$ cat src/rtl/par2ser_pkg.sv
// Shared types and helpers for the par2ser_flex parallel-to-serial converter.
package par2ser_pkg;

  typedef enum logic [0:0] {
    IDLE  = 1'b0,
    SHIFT = 1'b1
  } state_t;

  function automatic int num_slices(input int bw_in, input int ser_bw);
    return bw_in / ser_bw;
  endfunction

  // A word must split into a whole, non-zero number of slices.
  function automatic bit cfg_valid(input int bw_in, input int ser_bw);
    return (ser_bw > 0) && (bw_in >= ser_bw) && ((bw_in % ser_bw) == 0);
  endfunction

endpackage

$ cat src/rtl/par2ser_flex_if.sv
// Word-in / slice-out handshake bundle for par2ser_flex.
interface par2ser_flex_if #(
  parameter int NO_CH  = 10,
  parameter int BW_IN  = 12,
  parameter int SER_BW = 4
);
  logic                           vld_in;
  logic                           rdy_in;
  logic [NO_CH-1:0][BW_IN-1:0]    data_in;
  logic                           vld_out;
  logic                           rdy_out;
  logic [NO_CH-1:0][SER_BW-1:0]   data_out;
  logic                           last_out;

  modport master (
    output vld_in, data_in, rdy_out,
    input  rdy_in, vld_out, data_out, last_out
  );

  modport slave (
    input  vld_in, data_in, rdy_out,
    output rdy_in, vld_out, data_out, last_out
  );
endinterface

$ cat src/rtl/par2ser_ctrl.sv
// Lane-shared control for par2ser_flex: FSM, slice index, hold-full flag and
// the load/shift/bypass selects driving every channel's shift and hold registers.
module par2ser_ctrl
  import par2ser_pkg::*;
#(
  parameter int NO_SLICES = 3
) (
  input  logic clk,
  input  logic rst,
  input  logic vld_in,
  input  logic rdy_out,
  output logic rdy_in,
  output logic vld_out,
  output logic last_out,
  output logic load_in,
  output logic load_hold,
  output logic shift_en,
  output logic hold_we
);

  localparam int IDX_W = $clog2(NO_SLICES) + 1;
  localparam logic [IDX_W-1:0] LAST_IDX = IDX_W'(NO_SLICES - 1);

  state_t           state_r, state_s;
  logic [IDX_W-1:0] idx_r, idx_s;
  logic             hold_full_r, hold_full_s;
  logic             vld_r, last_r, rdy_r;
  logic             accept_s, xfer_s, last_xfer_s;

  assign accept_s    = vld_in && rdy_r;
  assign xfer_s      = vld_r && rdy_out;
  assign last_xfer_s = xfer_s && (idx_r == LAST_IDX);

  // Next-state, index and datapath select decode.
  always_comb begin
    state_s     = state_r;
    idx_s       = idx_r;
    hold_full_s = hold_full_r;
    load_in     = 1'b0;
    load_hold   = 1'b0;
    shift_en    = 1'b0;
    hold_we     = 1'b0;
    case (state_r)
      IDLE: begin
        if (accept_s) begin
          load_in = 1'b1;
          idx_s   = {IDX_W{1'b0}};
          state_s = SHIFT;
        end else begin
          state_s = IDLE;
        end
      end
      SHIFT: begin
        if (last_xfer_s) begin
          idx_s = {IDX_W{1'b0}};
          if (hold_full_r) begin
            load_hold   = 1'b1;
            hold_full_s = 1'b0;
          end else if (accept_s) begin
            load_in = 1'b1;
          end else begin
            state_s = IDLE;
          end
        end else if (xfer_s) begin
          shift_en = 1'b1;
          idx_s    = idx_r + IDX_W'(1);
        end else begin
          idx_s = idx_r;
        end
        // An accept that is not consumed by the bypass parks in the hold register.
        if (accept_s && !last_xfer_s) begin
          hold_we     = 1'b1;
          hold_full_s = 1'b1;
        end else begin
          hold_we = 1'b0;
        end
      end
      default: begin
        state_s     = IDLE;
        idx_s       = {IDX_W{1'b0}};
        hold_full_s = 1'b0;
      end
    endcase
  end

  // State, index and registered handshake outputs.
  always_ff @(posedge clk or negedge rst) begin
    if (!rst) begin
      state_r     <= IDLE;
      idx_r       <= {IDX_W{1'b0}};
      hold_full_r <= 1'b0;
      vld_r       <= 1'b0;
      last_r      <= 1'b0;
      rdy_r       <= 1'b1;
    end else begin
      state_r     <= state_s;
      idx_r       <= idx_s;
      hold_full_r <= hold_full_s;
      vld_r       <= (state_s == SHIFT);
      last_r      <= (state_s == SHIFT) && (idx_s == LAST_IDX);
      rdy_r       <= !hold_full_s;
    end
  end

  assign rdy_in   = rdy_r;
  assign vld_out  = vld_r;
  assign last_out = last_r;

endmodule

$ cat src/rtl/par2ser_flex.sv
// par2ser_flex: NO_CH x BW_IN parallel word in, BW_IN/SER_BW slices of SER_BW bits out.
// Define PAR2SER_MSB_FIRST_EN to emit the most-significant slice first.
module par2ser_flex
  import par2ser_pkg::*;
#(
  parameter int NO_CH  = 10,
  parameter int BW_IN  = 12,
  parameter int SER_BW = 4
) (
  input logic           clk,
  input logic           rst,
  par2ser_flex_if.slave bus
);

  localparam int NO_SLICES = num_slices(BW_IN, SER_BW);

  if (!cfg_valid(BW_IN, SER_BW)) begin : g_cfg_err
    $error("par2ser_flex: BW_IN must be a non-zero multiple of SER_BW");
  end

  logic rdy_s, vld_s, last_s;
  logic load_in_s, load_hold_s, shift_en_s, hold_we_s;

  par2ser_ctrl #(
    .NO_SLICES (NO_SLICES)
  ) u_ctrl (
    .clk       (clk),
    .rst       (rst),
    .vld_in    (bus.vld_in),
    .rdy_out   (bus.rdy_out),
    .rdy_in    (rdy_s),
    .vld_out   (vld_s),
    .last_out  (last_s),
    .load_in   (load_in_s),
    .load_hold (load_hold_s),
    .shift_en  (shift_en_s),
    .hold_we   (hold_we_s)
  );

  assign bus.rdy_in   = rdy_s;
  assign bus.vld_out  = vld_s;
  assign bus.last_out = last_s;

  for (genvar ch = 0; ch < NO_CH; ch++) begin : g_lane
    logic [BW_IN-1:0] sh_r;
    logic [BW_IN-1:0] hold_r;

    // Per-channel shift register: load from input, from hold, or shift one slice.
    always_ff @(posedge clk or negedge rst) begin
      if (!rst) begin
        sh_r <= {BW_IN{1'b0}};
      end else if (load_in_s) begin
        sh_r <= bus.data_in[ch];
      end else if (load_hold_s) begin
        sh_r <= hold_r;
      end else if (shift_en_s) begin
`ifdef PAR2SER_MSB_FIRST_EN
        sh_r <= sh_r << SER_BW;
`else
        sh_r <= sh_r >> SER_BW;
`endif
      end else begin
        sh_r <= sh_r;
      end
    end

    // Per-channel holding register for the word queued behind the one shifting.
    always_ff @(posedge clk or negedge rst) begin
      if (!rst) begin
        hold_r <= {BW_IN{1'b0}};
      end else if (hold_we_s) begin
        hold_r <= bus.data_in[ch];
      end else begin
        hold_r <= hold_r;
      end
    end

`ifdef PAR2SER_MSB_FIRST_EN
    assign bus.data_out[ch] = sh_r[BW_IN-1 -: SER_BW];
`else
    assign bus.data_out[ch] = sh_r[SER_BW-1:0];
`endif
  end

endmodule

$ cat src/flat_wrapper.sv
// flat-port wrapper written by rule: the top's interface ports become plain ports
module par2ser_flex_flat import par2ser_pkg::*;
#(
  parameter int NO_CH  = 10,
  parameter int BW_IN  = 12,
  parameter int SER_BW = 4
)
  (clk, rst, bus_vld_in, bus_data_in, bus_rdy_out, bus_rdy_in, bus_vld_out, bus_data_out, bus_last_out);
  par2ser_flex_if #(.NO_CH(NO_CH), .BW_IN(BW_IN), .SER_BW(SER_BW)) bus_i ();
  input logic clk;
  input logic rst;
  input wire logic [$bits(bus_i.vld_in)-1:0] bus_vld_in;
  input wire logic [$bits(bus_i.data_in)-1:0] bus_data_in;
  input wire logic [$bits(bus_i.rdy_out)-1:0] bus_rdy_out;
  output wire logic [$bits(bus_i.rdy_in)-1:0] bus_rdy_in;
  output wire logic [$bits(bus_i.vld_out)-1:0] bus_vld_out;
  output wire logic [$bits(bus_i.data_out)-1:0] bus_data_out;
  output wire logic [$bits(bus_i.last_out)-1:0] bus_last_out;
  assign bus_i.vld_in = bus_vld_in;
  assign bus_i.data_in = bus_data_in;
  assign bus_i.rdy_out = bus_rdy_out;
  assign bus_rdy_in = bus_i.rdy_in;
  assign bus_vld_out = bus_i.vld_out;
  assign bus_data_out = bus_i.data_out;
  assign bus_last_out = bus_i.last_out;
  par2ser_flex #(.NO_CH(NO_CH), .BW_IN(BW_IN), .SER_BW(SER_BW)) u_core (.clk(clk), .rst(rst), .bus(bus_i));
endmodule
$ cat config.mk
export PLATFORM = sky130hd
export DESIGN_NAME = par2ser_flex_flat
export DESIGN_NICKNAME = d
export VERILOG_FILES = /design/src/rtl/par2ser_pkg.sv /design/src/rtl/par2ser_flex_if.sv /design/src/rtl/par2ser_ctrl.sv /design/src/rtl/par2ser_flex.sv /design/src/flat_wrapper.sv
export SDC_FILE = /design/constraint.sdc
export NUM_CORES = 1
export LEC_CHECK = 0
export BUFFER_PORTS_ARGS = -buffer_cell sky130_fd_sc_hd__buf_2
export CAP_MARGIN = 20
export CORE_UTILIZATION = 55
export DETAILED_ROUTE_END_ITERATION = 8
export PLACE_DENSITY = 0.82
export SLEW_MARGIN = 5
export SYNTH_ARGS = -nofsm -noshare
export SYNTH_HDL_FRONTEND = slang
export SYNTH_SLANG_ARGS = --single-unit
export TNS_END_PERCENT = 50
$ cat constraint.sdc
create_clock -name clk -period 2.4 [get_ports clk]
set_input_delay 0.36 -clock clk [delete_from_list [all_inputs] [get_ports clk]]
set_output_delay 0.36 -clock clk [all_outputs]
set_load 0.01 [all_outputs]
# After elaboration in Yosys (flattened, before gate mapping)
# Cells that the tools add are included.
# op_classes
reduce_logical,8
n_eq_ne,2
addsub,1
bitwise,1
mux,52
# op_table
op,n
2-to-1 mux 12 bit,30
2-to-1 mux 1 bit,16
2-to-1 mux 3 bit,3
equality test 3 x 2 -> 1 bit (second input constant),2
case mux 3 bit (2 select lines),1
logical AND 1 bit,5
case mux 1 bit (2 select lines),2
adder 3 x 1 -> 3 bit (second input constant),1
nonzero test 3 bit,1
logical NOT 1 bit,2
inverter 1 bit,1
# word_totals
out_inout_bits,43
word_cells,89
ff_bits,247
inputBits,124

# Longest topological paths before layout
# depth
ltp_word,7
depth_mapped,9
mapped_depth_nobuf,6

# Modules after synthesis
# From an unflattened synthesis, not the netlist that was laid out.
# hier_totals
hier_cells,1004
area_unflattened_um2,11468.5
# by_module_without_submodules
mod,area_per_inst_um2,cells_each,seq_area_each_um2,instances
par2ser_flex,11074.4,968,6005.8,1
par2ser_ctrl,394.1,36,176.4,1

# Least setup slack after synthesis
# Ideal clock, no wire load.
# synth_timing
path_kind,flip-flop to flip-flop
start,register u_core.u_ctrl.idx_r[0]
end,register u_core.g_lane[2].sh_r[0]
setup_slack_ns,0.654
setup_ns,0.126
path_stages_with_launch,10
synth_period_minus_slack_ns,1.746
path_buffers,3
required_ns,2.274
arrival_time_ns,1.620
path_cell_list,dfrtp_1 -> inv_1 -> ha_1 -> nand2b_1 -> buf_2 -> o21ai_2 -> o21a_2 -> buf_6 -> buf_6 -> a221o_1
# synth_via
elab_chain_cells,6
elab_cells_between_ends,11
cone_classes,eq/ne: 1; mux: 8; reduce/logical: 2
# synth_lines
item,line,rtl
"start, declared",par2ser_ctrl.sv:25,"logic [IDX_W-1:0] idx_r, idx_s;"
"start signal, assigned",par2ser_ctrl.sv:90,idx_r <= {IDX_W{1'b0}};
"start signal, assigned",par2ser_ctrl.sv:97,idx_r <= idx_s;
equality test 3 x 2 -> 1 bit *,par2ser_ctrl.sv:32,assign last_xfer_s = xfer_s && (idx_r == LAST_IDX);
logical AND 1 bit *,par2ser_ctrl.sv:32,
2-to-1 mux 1 bit,par2ser_ctrl.sv:54,if (last_xfer_s) begin
2-to-1 mux 1 bit,par2ser_ctrl.sv:43,case (state_r)
2-to-1 mux 12 bit,par2ser_flex.sv:54,end else if (load_hold_s) begin
2-to-1 mux 12 bit,par2ser_flex.sv:52,end else if (load_in_s) begin
"end signal, assigned",par2ser_flex.sv:51,sh_r <= {BW_IN{1'b0}};
"end signal, assigned",par2ser_flex.sv:53,sh_r <= bus.data_in[ch];
"end signal, assigned",par2ser_flex.sv:55,sh_r <= hold_r;
"end, declared",par2ser_flex.sv:45,logic [BW_IN-1:0] sh_r;
# Every way passes the cells marked *; elsewhere a longest branch is shown, timed or not.
# A chain may end at the register's enable or synchronous reset.

# Worst setup path after layout
# layout_timing
start,"register u_core.u_ctrl.vld_r, in the netlist u_core.u_ctrl.vld_out"
end,register u_core.g_lane[3].sh_r[4]
# layout_via
elab_chain_cells,6
elab_cells_between_ends,13
cone_classes,mux: 9; bitwise: 1; reduce/logical: 3
# layout_lines
item,line,rtl
"start, declared",par2ser_ctrl.sv:27,"logic vld_r, last_r, rdy_r;"
"start signal, assigned",par2ser_ctrl.sv:99,vld_r <= (state_s == SHIFT);
logical AND 1 bit,par2ser_ctrl.sv:31,assign xfer_s = vld_r && rdy_out;
logical AND 1 bit,par2ser_ctrl.sv:32,
2-to-1 mux 1 bit,par2ser_ctrl.sv:54,
2-to-1 mux 1 bit,par2ser_ctrl.sv:43,
2-to-1 mux 12 bit,par2ser_flex.sv:54,
2-to-1 mux 12 bit,par2ser_flex.sv:52,
"end signal, assigned",par2ser_flex.sv:51,
"end signal, assigned",par2ser_flex.sv:53,
"end signal, assigned",par2ser_flex.sv:55,
"end, declared",par2ser_flex.sv:45,
# Several ways; a longest one is shown, not always the timed one.

==> reports/results.txt <==
Post-CTS timing repair inserted 0 buffers for setup. The logs give 0 ps for the sum of negative setup slack and 11300 um for the detailed-route wire length on metal 1. The die is 144 um tall.

Max-slew violation count: 0. The synthesis-to-finish area growth works out to 15.2%. For the via count of the first global-routing pass, the log shows 8357. For the number of nets in the finished design, the log shows 1188. The library cell used most frequently in the layout, excluding fill and tap cells, is dfrtp_1. The die covers 0.0207 sq mm. Summed over all layers, the global routing overflow is 0. In this run the critical register-to-register path is launched from u_core.u_ctrl.vld_out.

Signal routing reaches up to met4. The synthesized design contains 0 enable-type register cells. The placed instances occupy a cell area of 0.0118 sq mm. The logs give 0.294 for the remaining max-slew budget at the tightest pin and 893 uV for the peak supply drop.

The startpoint identified for the worst hold timing path is bus_data_in[0]. The logs give 4 for the initial antenna violation count and 439 MHz for the maximum clock frequency. Setup repair after global routing left no endpoint under its margin. Buffers inserted during clock tree synthesis total 26. The smallest clock period supported by the final layout is computed as 2280 ps. The synthesized flop and latch total was 247.

The path with the worst hold slack has its endpoint at u_core.g_lane[0].hold_r[0]. The tools report the number of max-cap violations as 0. Startpoint type of the worst setup path: a register. In the final routed layout, each cell accounts on average for 19.5 um. Once layout is done, the placed cells without fillers occupy 0.0128 sq mm.

The vias per cell was 5.97; the global-route total usage across every layer was 0.263. The logs give 0.652 for the utilization after layout and 13000 um for the routed length on met2. Counting cells, the worst reg-to-reg path comes to 3.

Summed over all layers, the routed wires come to 26400 um. The arrival time at the worst endpoint is 2730 ps. The congestion estimate from routability-driven global placement came to 0.792. Synthesis produced a netlist whose cell count is 962. The tools report the reported leakage power as 5.65 nW. The area of the core is 0.0196 sq mm, and the worst stage delay on the critical path is 890 ps. The run finished with clean final reports.

The boundary pin count came out at 167. The tools report the root buffer selected by CTS as clkbuf_16. The tools report the synthesized cell area as 0.0111 sq mm. Clock-pin slew was measured on the worst setup and hold paths at 60 ps.

In this run the register-to-register setup slack is 120 ps. The final cycle utilization of the critical path was 0.950. For the number of distinct library cells after synthesis, the log shows 36. Slowest stage cell on the critical path: o21a_4.

The count of endpoints failing hold in the final timing report was 0. The clock latency on the worst-skew pair is 520 ps, and the share of cells above drive strength 1 is 0.250. The class of the tightest hold or removal check is input port to register. Proportion of synthesized chip area in sequential cells: 0.558. The critical path start-end classification was register to register. The longest clock path from root to sink contains 3 buffers. H-tree level count: 1.

The run gives 0.566 as the starting density of the core. The critical path goes through nor2b_1 -> o21a_4 -> a221o_1. After the flow finishes, the layout carries non-filler instances totaling 1352.

Setup violations remaining at the end of the flow were counted as 0. The number of cell rows was 51; the mean cell area of the mapped netlist was 11.5 sq um. The most used flip-flop cell after synthesis is dfrtp_1. Port buffering added 166 buffers.

The power density normalized to cell area was 1270 mW/mm^2. TritonCTS built the clock tree. The placed instance count came out at 1298.

The end of the worst register-to-register path is u_core.g_lane[3].sh_r[4]. In this run, the number of DRC markers left after iteration 0 of detailed routing was 556. The category of the worst setup path capture point is a register. CTS saw 247 sinks. Summed over all nets, wire length on met3 after detailed routing comes to 1660 um. The first global-routing pass estimated 42800 um of wire. On the final layout, the worst clock skew is 10.8 ps.

After legalization and detailed placement, the total HPWL measured 16000 um. The async set-reset flop share out of synthesis works out to 1.00. The detailed router placed 8068 vias in this run. The logs give 0 for the total DRC errors in the routed layout and 1088 for the number of nets in the synthesized netlist.

At the pin with the least slew margin, the transition time is 1060 ps. In this run the remaining antenna-violating nets after routing total 0. The tools report the total power draw as 16.2 mW. From left edge to right edge, the die measures 144 um.

STA puts the critical path data required time at 2850 ps. The maximum number of pins on one net before global-route repair was 81. For this run, the number of Yosys warnings is 0. The worst hold path passes through 2 cells.

In the layout the commonest cells are dfrtp_1 (245), buf_2 (165), mux2_1 (100), nand2_1 (83). The number of detailed-route iterations in the first pass was 5; the maximum fanout along the worst path was 77.
-- registers in the layout, summed over array words and instances (netlist names) --
| signal | cells |
|---|---|
| u_core.g_lane.hold_r | 120 |
| u_core.g_lane.sh_r | 120 |
| u_core.u_ctrl.idx_r | 3 |
| u_core.u_ctrl.hold_full_r | 1 |
| u_core.u_ctrl.last_out | 1 |
| u_core.u_ctrl.rdy_in | 1 |
| u_core.u_ctrl.vld_out | 1 |
-- where the power goes --
| part | leakage [nW] | internal [mW] | switching (mW) |
|---|---|---|---|
| registers | 3.12 | 5.99 | 1.00 |
| clock network | 0.442 | 2.46 | 1.65 |
| logic | 2.09 | 2.30 | 2.83 |
-- critical path, delay by kind of cell, from the launching register on --
kind,cells,cell delay [ps]
compound gates,2,1200
flops,1,580
simple gates,1,400
-- worst max-delay path by stage --
stage | from | to | cells past startpoint
floorplan | u_core.u_ctrl.idx_r[0] | u_core.g_lane[2].sh_r[0] | 9
global placement | u_core.u_ctrl.idx_r[0] | u_core.g_lane[1].sh_r[4] | 6
detailed placement | u_core.u_ctrl.idx_r[0] | u_core.g_lane[8].sh_r[2] | 6
CTS | u_core.u_ctrl.idx_r[0] | u_core.g_lane[8].sh_r[2] | 6
global route | u_core.u_ctrl.vld_out | u_core.g_lane[3].sh_r[4] | 3
finish | u_core.u_ctrl.vld_out | u_core.g_lane[3].sh_r[4] | 3
-- synthesized netlist by cell type (all sizes together) (2+ instances only) --
master	instances	area share
ha	2	0.0023
nor2b	2	0.0011
a21boi	2	0.0017
o221a	3	0.0030
nor3b	4	0.0027
clkbuf	34	0.012
o21ai	48	0.022
and3	2	0.0011
mux2	120	0.12
buf	85	0.057
a22oi	40	0.027
a21oi	79	0.036
a221o	77	0.070
nand2	84	0.028
nand3	78	0.035
inv	42	0.014
dfrtp	246	0.56
nor2	4	0.0014
-- per-stage QoR --
step | hold slack [ps] | setup slack [ps]
floorplan | 64.4 | 654
global placement | 330 | 226
detailed placement | 328 | 128
CTS | 59.6 | 122
global route | 71.1 | 8.88
finish | 69.9 | 121
-- what timing repair did --
action                                  4_1_cts  5_1_grt
endpoints found under the hold margin        54        0
gates resized for setup                       0        1
hold buffers                                  1        0
endpoints found under the setup margin        0       43
-- metal layers --
layer  GRT usage  vias up
li1            -     3645
met3      0.0470       40
met1       0.347     4127
met2       0.439      256
met5           0        -
met4      0.0868        0
-- layout make-up --
type,count,area (sq um)
clock buffer,40,825
antenna,5,12.5
tap,265,332
multi-input combinational,554,4040
timing repair buffer,191,1140
sequential,247,6180
fill,1490,6830
inverter,42,158
clock inverter,8,70.1
-- cells by family after synthesis --
group / Yosys count / share of synthesized area
AOI/OAI and AO/OA: 252 / 0.162
and+or+nand+nor: 180 / 0.0739
buffers and inverters: 161 / 0.0825
muxes: 120 / 0.122
DFF: 247 / 0.558
adders and majority gates: 2 / 0.00226
No activity file was read; power rests on OpenSTA's default activity.
